## src/rtl/frame_pkg.sv

```systemverilog
// frame_pkg: shared frame geometry, FAS pattern, CRC polynomial and FSM
// state encoding for the frame_sync block.
package frame_pkg;

  localparam int ROWS    = 4;
  localparam int COLS    = 1041;
  localparam int FAS_LEN = 16;

  localparam logic [7:0] FAS_A = 8'hF6;
  localparam logic [7:0] FAS_B = 8'h28;
  localparam logic [FAS_LEN*8-1:0] FAS_PAT = {{8{FAS_A}}, {8{FAS_B}}};

  localparam int CRC_ROW = 3;
  localparam int CRC_COL = 1040;

  localparam logic [7:0] CRC_POLY = 8'h07;

  typedef enum logic [1:0] {
    HUNT   = 2'd0,
    VERIFY = 2'd1,
    LOCKED = 2'd2
  } state_t;

  function automatic logic [7:0] crc8_byte(
    input logic [7:0] c_in,
    input logic [7:0] d
  );
    logic [7:0] c;
    c = c_in ^ d;
    for (int i = 0; i < 8; i++) begin
      c = c[7] ? ((c << 1) ^ CRC_POLY) : (c << 1);
    end
    return c;
  endfunction

endpackage

```

## src/rtl/crc8_calc.sv

```systemverilog
// crc8_calc: byte-wide CRC-8 accumulator (MSB first, init 0).
// Ports: i_clk, i_rst_n, i_clr (restart), i_en (absorb i_data), o_crc.
// Only built when FRAME_SYNC_CRC_EN is defined.
`ifdef FRAME_SYNC_CRC_EN
module crc8_calc
  import frame_pkg::*;
(
  input  logic       i_clk,
  input  logic       i_rst_n,
  input  logic       i_clr,
  input  logic       i_en,
  input  logic [7:0] i_data,
  output logic [7:0] o_crc
);

  logic [7:0] r_crc;

  always_ff @(posedge i_clk or negedge i_rst_n) begin
    if (!i_rst_n) begin
      r_crc <= '0;
    end else if (i_clr) begin
      r_crc <= '0;
    end else if (i_en) begin
      r_crc <= crc8_byte(r_crc, i_data);
    end
  end

  assign o_crc = r_crc;

endmodule
`endif

```

## src/rtl/frame_sync.sv

```systemverilog
// frame_sync: 4x1041 frame aligner (HUNT/VERIFY/LOCKED) with payload
// extraction and optional CRC-8 check, enabled by macro FRAME_SYNC_CRC_EN.
// Ports: i_clk, i_rst_n, i_frame_data[7:0], i_frame_data_valid, i_cnt_clr,
// o_pyld_data[7:0], o_pyld_data_valid, o_row_cnt[1:0], o_col_cnt[10:0],
// o_frame_start, o_locked, o_crc_err, o_crc_err_cnt[CNT_W-1:0].
module frame_sync
  import frame_pkg::*;
#(
  parameter int MISS_LIMIT = 3,
  parameter int CNT_W      = 16
) (
  input  logic             i_clk,
  input  logic             i_rst_n,
  input  logic [7:0]       i_frame_data,
  input  logic             i_frame_data_valid,
  input  logic             i_cnt_clr,
  output logic [7:0]       o_pyld_data,
  output logic             o_pyld_data_valid,
  output logic [1:0]       o_row_cnt,
  output logic [10:0]      o_col_cnt,
  output logic             o_frame_start,
  output logic             o_locked,
  output logic             o_crc_err,
  output logic [CNT_W-1:0] o_crc_err_cnt
);

  localparam int MW = (MISS_LIMIT < 2) ? 1 : $clog2(MISS_LIMIT);
  localparam logic [MW-1:0] MISS_MAX = MW'(MISS_LIMIT - 1);
  localparam logic [10:0] C_LAST = 11'(COLS - 1);
  localparam logic [10:0] C_FAS  = 11'(FAS_LEN - 1);
  localparam logic [10:0] C_CRC  = 11'(CRC_COL);
  localparam logic [1:0]  R_CRC  = 2'(CRC_ROW);

  state_t r_state;
  state_t w_state_nx;

  logic [FAS_LEN*8-1:0] r_sr;
  logic [FAS_LEN*8-1:0] w_sr;
  logic [1:0]           r_row;
  logic [1:0]           w_row_nx;
  logic [10:0]          r_col;
  logic [10:0]          w_col_nx;
  logic [MW-1:0]        r_miss;

  logic w_match;
  logic w_fas_pos;
  logic w_in_fas;
  logic w_is_crc;
  logic w_emit;
  logic w_fs;

  logic       r_pyld_valid;
  logic [7:0] r_pyld_data;
  logic       r_fs;

  // Oldest byte sits in the MSBs so the pattern reads left to right.
  assign w_sr    = {r_sr[FAS_LEN*8-9:0], i_frame_data};
  assign w_match = (w_sr == FAS_PAT);

  // Position of the byte currently on the input.
  assign w_col_nx = (r_col == C_LAST) ? 11'd0 : r_col + 11'd1;
  assign w_row_nx = (r_col == C_LAST) ? r_row + 2'd1 : r_row;

  assign w_in_fas  = (w_row_nx == 2'd0) && (w_col_nx <= C_FAS);
  assign w_fas_pos = (w_row_nx == 2'd0) && (w_col_nx == C_FAS);
  assign w_is_crc  = (w_row_nx == R_CRC) && (w_col_nx == C_CRC);

  always_comb begin
    w_state_nx = r_state;
    w_emit     = 1'b0;
    w_fs       = 1'b0;
    if (i_frame_data_valid) begin
      unique case (r_state)
        HUNT: begin
          if (w_match) w_state_nx = VERIFY;
        end
        VERIFY: begin
          if (w_fas_pos) begin
            if (w_match) begin
              w_state_nx = LOCKED;
              w_fs       = 1'b1;
            end else begin
              w_state_nx = HUNT;
            end
          end
        end
        LOCKED: begin
          w_emit = !w_in_fas && !w_is_crc;
          if (w_fas_pos) begin
            if (w_match) begin
              w_fs = 1'b1;
            end else if (r_miss == MISS_MAX) begin
              w_state_nx = HUNT;
            end
          end
        end
        default: w_state_nx = HUNT;
      endcase
    end
  end

  always_ff @(posedge i_clk or negedge i_rst_n) begin
    if (!i_rst_n) begin
      r_state <= HUNT;
      r_sr    <= '0;
      r_row   <= '0;
      r_col   <= '0;
      r_miss  <= '0;
    end else begin
      r_state <= w_state_nx;
      if (i_frame_data_valid) begin
        r_sr <= w_sr;
        if (r_state == HUNT) begin
          if (w_match) begin
            r_row <= 2'd0;
            r_col <= C_FAS;
          end
        end else begin
          r_row <= w_row_nx;
          r_col <= w_col_nx;
        end
        if (r_state != LOCKED || (w_fas_pos && w_match)) begin
          r_miss <= '0;
        end else if (w_fas_pos) begin
          r_miss <= (r_miss == MISS_MAX) ? '0 : r_miss + MW'(1);
        end
      end
    end
  end

  always_ff @(posedge i_clk or negedge i_rst_n) begin
    if (!i_rst_n) begin
      r_pyld_valid <= 1'b0;
      r_pyld_data  <= '0;
      r_fs         <= 1'b0;
    end else begin
      r_pyld_valid <= w_emit;
      r_fs         <= w_fs;
      if (w_emit) r_pyld_data <= i_frame_data;
    end
  end

  assign o_pyld_data       = r_pyld_data;
  assign o_pyld_data_valid = r_pyld_valid;
  assign o_row_cnt         = r_row;
  assign o_col_cnt         = r_col;
  assign o_frame_start     = r_fs;
  assign o_locked          = (r_state == LOCKED);

`ifdef FRAME_SYNC_CRC_EN
  logic [7:0]       w_crc;
  logic             w_crc_clr;
  logic             w_crc_bad;
  logic             r_armed;
  logic             r_crc_err;
  logic [CNT_W-1:0] r_cnt;

  // Every FAS slot seen while aligned restarts the CRC; only a frame
  // whose FAS actually matched is armed for the check.
  assign w_crc_clr = i_frame_data_valid && w_fas_pos && (r_state != HUNT);
  assign w_crc_bad = i_frame_data_valid && (r_state == LOCKED) &&
                     w_is_crc && r_armed && (i_frame_data != w_crc);

  crc8_calc u_crc (
    .i_clk  (i_clk),
    .i_rst_n(i_rst_n),
    .i_clr  (w_crc_clr),
    .i_en   (w_emit),
    .i_data (i_frame_data),
    .o_crc  (w_crc)
  );

  always_ff @(posedge i_clk or negedge i_rst_n) begin
    if (!i_rst_n) begin
      r_armed   <= 1'b0;
      r_crc_err <= 1'b0;
      r_cnt     <= '0;
    end else begin
      r_crc_err <= w_crc_bad;
      if (i_frame_data_valid) begin
        if (w_state_nx == HUNT) r_armed <= 1'b0;
        else if (w_crc_clr)     r_armed <= w_fs;
      end
      if (i_cnt_clr) begin
        r_cnt <= '0;
      end else if (w_crc_bad && (r_cnt != {CNT_W{1'b1}})) begin
        r_cnt <= r_cnt + CNT_W'(1);
      end
    end
  end

  assign o_crc_err     = r_crc_err;
  assign o_crc_err_cnt = r_cnt;
`else
  logic w_unused_clr;
  assign w_unused_clr  = i_cnt_clr;
  assign o_crc_err     = 1'b0;
  assign o_crc_err_cnt = '0;
`endif

endmodule

```

## config.mk

```make
export PLATFORM = sky130hd
export DESIGN_NAME = frame_sync
export DESIGN_NICKNAME = d
export VERILOG_FILES = /design/src/rtl/frame_pkg.sv /design/src/rtl/crc8_calc.sv /design/src/rtl/frame_sync.sv
export SDC_FILE = /design/constraint.sdc
export NUM_CORES = 1
export LEC_CHECK = 0
export CAP_MARGIN = 20
export CORE_MARGIN = 3
export CORE_UTILIZATION = 58
export CTS_CLUSTER_DIAMETER = 150
export DETAILED_ROUTE_END_ITERATION = 6
export PLACE_DENSITY = 0.83
export SYNTH_ARGS = -nofsm -noshare
export SYNTH_HDL_FRONTEND = slang
export SYNTH_SLANG_ARGS = --single-unit
```

## constraint.sdc

```tcl
create_clock -name i_clk -period 3 [get_ports i_clk]
set_clock_uncertainty 0.1 [all_clocks]
set_input_delay 0.6 -clock i_clk [delete_from_list [all_inputs] [get_ports i_clk]]
set_output_delay 0.6 -clock i_clk [all_outputs]
set_load 0.005 [all_outputs]
```

==> impl_metrics.ini <==
[die]
rows = 38
start_util_pct = 60.5
die_area_mm2 = 0.0128
die_h_um = 113
die_width_um = 113
pin_count = 53
core_mm2 = 0.0110

[final_layout]
area_growth_pct = 16.7
final_core_util_pct = 70.6
fin_nets = 585
drive_gt1_share_pct = 31.4
fin_area_mm2 = 0.00779
diodes = 0

[clocking]
cts_sinks = 147
insertion_delay_ps = 420
cts.htree.levels = 4
cts_buffers = 17
post_cts_buffers = 0
cts_root_buf = clkbuf_16
clk_pin_slew_ps = 60
clk_path_buf_depth = 2
cts_tree = yes

[synth]
synth_seq_area_share_pct = 55.1
synth-seq-cells = 147
synth_edf_count = 0
synth_area_mm2 = 0.00667
synth.distinct_cells = 56
avgSynthCellArea_um2 = 12.8
synthArstFlopShare_pct = 100
post_synth_inst_count = 523
synthFlopType = dfrtp_1
ys_warn_count = 0

[routing]
firstDrtPassIters = 7
drtAntennaViolNets = 0
vias = 4327
vias_per_cell = 6.02
drt-total-wl_um = 13600
drc = 0
wl_per_cell_um = 18.9
drtIter0Drc = 408

[timing]
worstMarginPinSlew_ps = 681
fmax_ghz = 0.358
maxSlewHeadroom_pct = 54.4
tns_ps = 0
setup_viol = 0
rsz0062_at_grt = false
drv_slew = 0
hold_viol_final = 0
post-route-period-util_pct = 93.1
period_minus_slack_ps = 2790

[placed_design]
gp_congestion = 0.927
dp_hpwl_um = 8770
dpl_cell_area_mm2 = 0.00718
port_buffers = 34

[pwr]
peakVddDrop_mv = 0.642
p_per_area_mw_per_mm2 = 920
leakage_nw = 3.28

[hold_path]
holdCritPathClass = primary input to async pin

[worst_setup_path]
path_class = primary input to register
start_kind = primary input
crit_path_max_fanout = 5
critPathRequiredTime_ps = 3230
worst_ep_arrival_time_ps = 3020
end_kind = register
slowest_stage = or4_1
slowest_delay_ps = 640
reg2reg_depth = 7
crit_chain = clkdlybuf4s50_1, nor4bb_1, nand4_1, or4_1, o21a_1, nor4b_1, o2bb2ai_1

[outcome]
status = finished, final reports clean

[global_route]
grt_max_degree = 122
grt_pass1_vias = 4386
grt_pass1_wl_um = 22300
globalRouteTotalUtil_pct = 22.2
overflow = 0
antenna_found_initial = 0

[flow_run]
cap_violations = 0
## cell families after synthesis
group	Yosys count	synth area share (%)
buffers and inverters	57	4.31
muxes	122	20.6
adders and majority gates	6	1.13
AOI/OAI and AO/OA	58	6.42
and+or+nand+nor	130	12.1
DFF	147	55.1
xor gates and xnor gates	2	0.263
other	1	0.0562
## power by group
part           leakage (nW)  internal, mW  switching (mW)
Sequential             1.78          2.69           0.616
Combinational          1.21          1.00           0.747
Clock                 0.290          1.32           0.790
## final cells by class
class                   count  area [um^2]
flip-flops and latches    147         3680
fillers                   719         3240
multi-input cells         335         2780
repair buffers             54          514
clock buffers              22          494
well taps                 140          175
clock inverters             9          103
inverters                  12         45.0
## worst max-delay path: cells and delay by family
family	cells	cell delay [ps]
buffers and inverters	1	490
AOI/OAI and AO/OA	2	470
and+or+nand+nor	4	1460
## what timing repair did
item	CTS	global route
hold endpoints to repair	0	0
endpoints found under the setup margin	0	3
resized for setup	0	1
hold buffers	0	0
## path summary, 6_finish.rpt
| kind | endpoint | slack, ps | start |
|---|---|---|---|
| worst max-delay path | r_state[1] | 210 | i_frame_data[5] |
| worst min-delay path | r_sr[111] | 60 | i_rst_n |
| worst max register to register | r_state[1] | 240 | o_col_cnt[0] |
| worst min register to register | r_sr[114] | 410 | r_sr[114] |
| max in group asynchronous | r_sr[61] | 2000 | i_rst_n |
| min in group i_clk | r_sr[114] | 410 | r_sr[114] |
## synthesized netlist by cell type (3+ instances only)
master	number	area [um^2]
nor4b_1	7	61.3
a22o_1	5	43.8
buf_4	18	135
buf_1	3	11.3
mux2_2	120	1350
clkbuf_1	19	71.3
nor4_1	10	62.6
a21oi_1	7	35.0
and3_1	3	18.8
buf_2	5	25.0
nand4b_1	7	61.3
nor2_1	13	48.8
o21a_1	3	22.5
a31oi_1	7	43.8
nand3_1	21	105
nand2_1	21	78.8
dfrtp_1	147	3680
inv_1	10	37.5
o21ai_1	4	20.0
and4_1	5	43.8
nand4_1	12	75.1
o21ai_0	5	25.0
nor3_1	6	30.0
o22ai_1	10	62.6
nor4bb_1	6	60.1
ha_1	6	75.1
o211ai_1	5	37.5
## sequential cells by signal, indices dropped and copies added, names as in the netlist
name and flops:
r_state 2, o_pyld_data 8, o_frame_start 1, r_miss 2
r_sr 120, o_col_cnt 11, o_pyld_data_valid 1, o_row_cnt 2
## stage by stage
| step | hold WS, ps | total power [mW] | std cells | setup WS (ps) |
|---|---|---|---|---|
| 4_1_cts | 60.9 | 7.19 | 719 | 180 |
| 6_report | 56.0 | 7.17 | 719 | 208 |
| 3_3_place_gp | 389 | 4.90 | 688 | -87.9 |
| 3_5_place_dp | 397 | 5.03 | 688 | -154 |
| 5_1_grt | 78.7 | 7.53 | 719 | 79.3 |
| 2_1_floorplan | 204 | 4.33 | 539 | 258 |
## routing by layer
metal | GRT usage [%] | vias up | wire, um
li1 | - | 1992 | -
met1 | 29.2 | 2183 | 5930
met2 | 36.0 | 122 | 6840
met3 | 5.45 | 30 | 584
met4 | 8.33 | 0 | 261
met5 | 0 | - | 0
## cell usage in the layout (no fill, tap or decap), types with 3 or more instances in the layout
master / netlist / routed
dfrtp_1: 147 / 147
nor2_1: 13 / 13
o21ai_0: 5 / 5
clkinvlp_4: 0 / 3
a21oi_1: 7 / 7
clkbuf_16: 0 / 17
conb_1: 1 / 17
clkbuf_8: 0 / 5
and4_1: 5 / 5
nand4_1: 12 / 12
nor4_1: 10 / 10
nor4b_1: 7 / 7
and3_1: 3 / 3
o21a_1: 3 / 3
nor3_1: 6 / 6
a22o_1: 5 / 5
o21ai_1: 4 / 4
ha_1: 6 / 6
nand4b_1: 7 / 7
inv_1: 10 / 10
clkdlybuf4s50_1: 0 / 32
nand2_1: 21 / 21
o211ai_1: 5 / 5
a31oi_1: 7 / 7
nor4bb_1: 6 / 6
mux2_2: 120 / 120
nand3_1: 21 / 21
clkinv_2: 0 / 4
buf_4: 18 / 19
o22ai_1: 10 / 10
No activity file was read; power rests on OpenSTA's default activity.
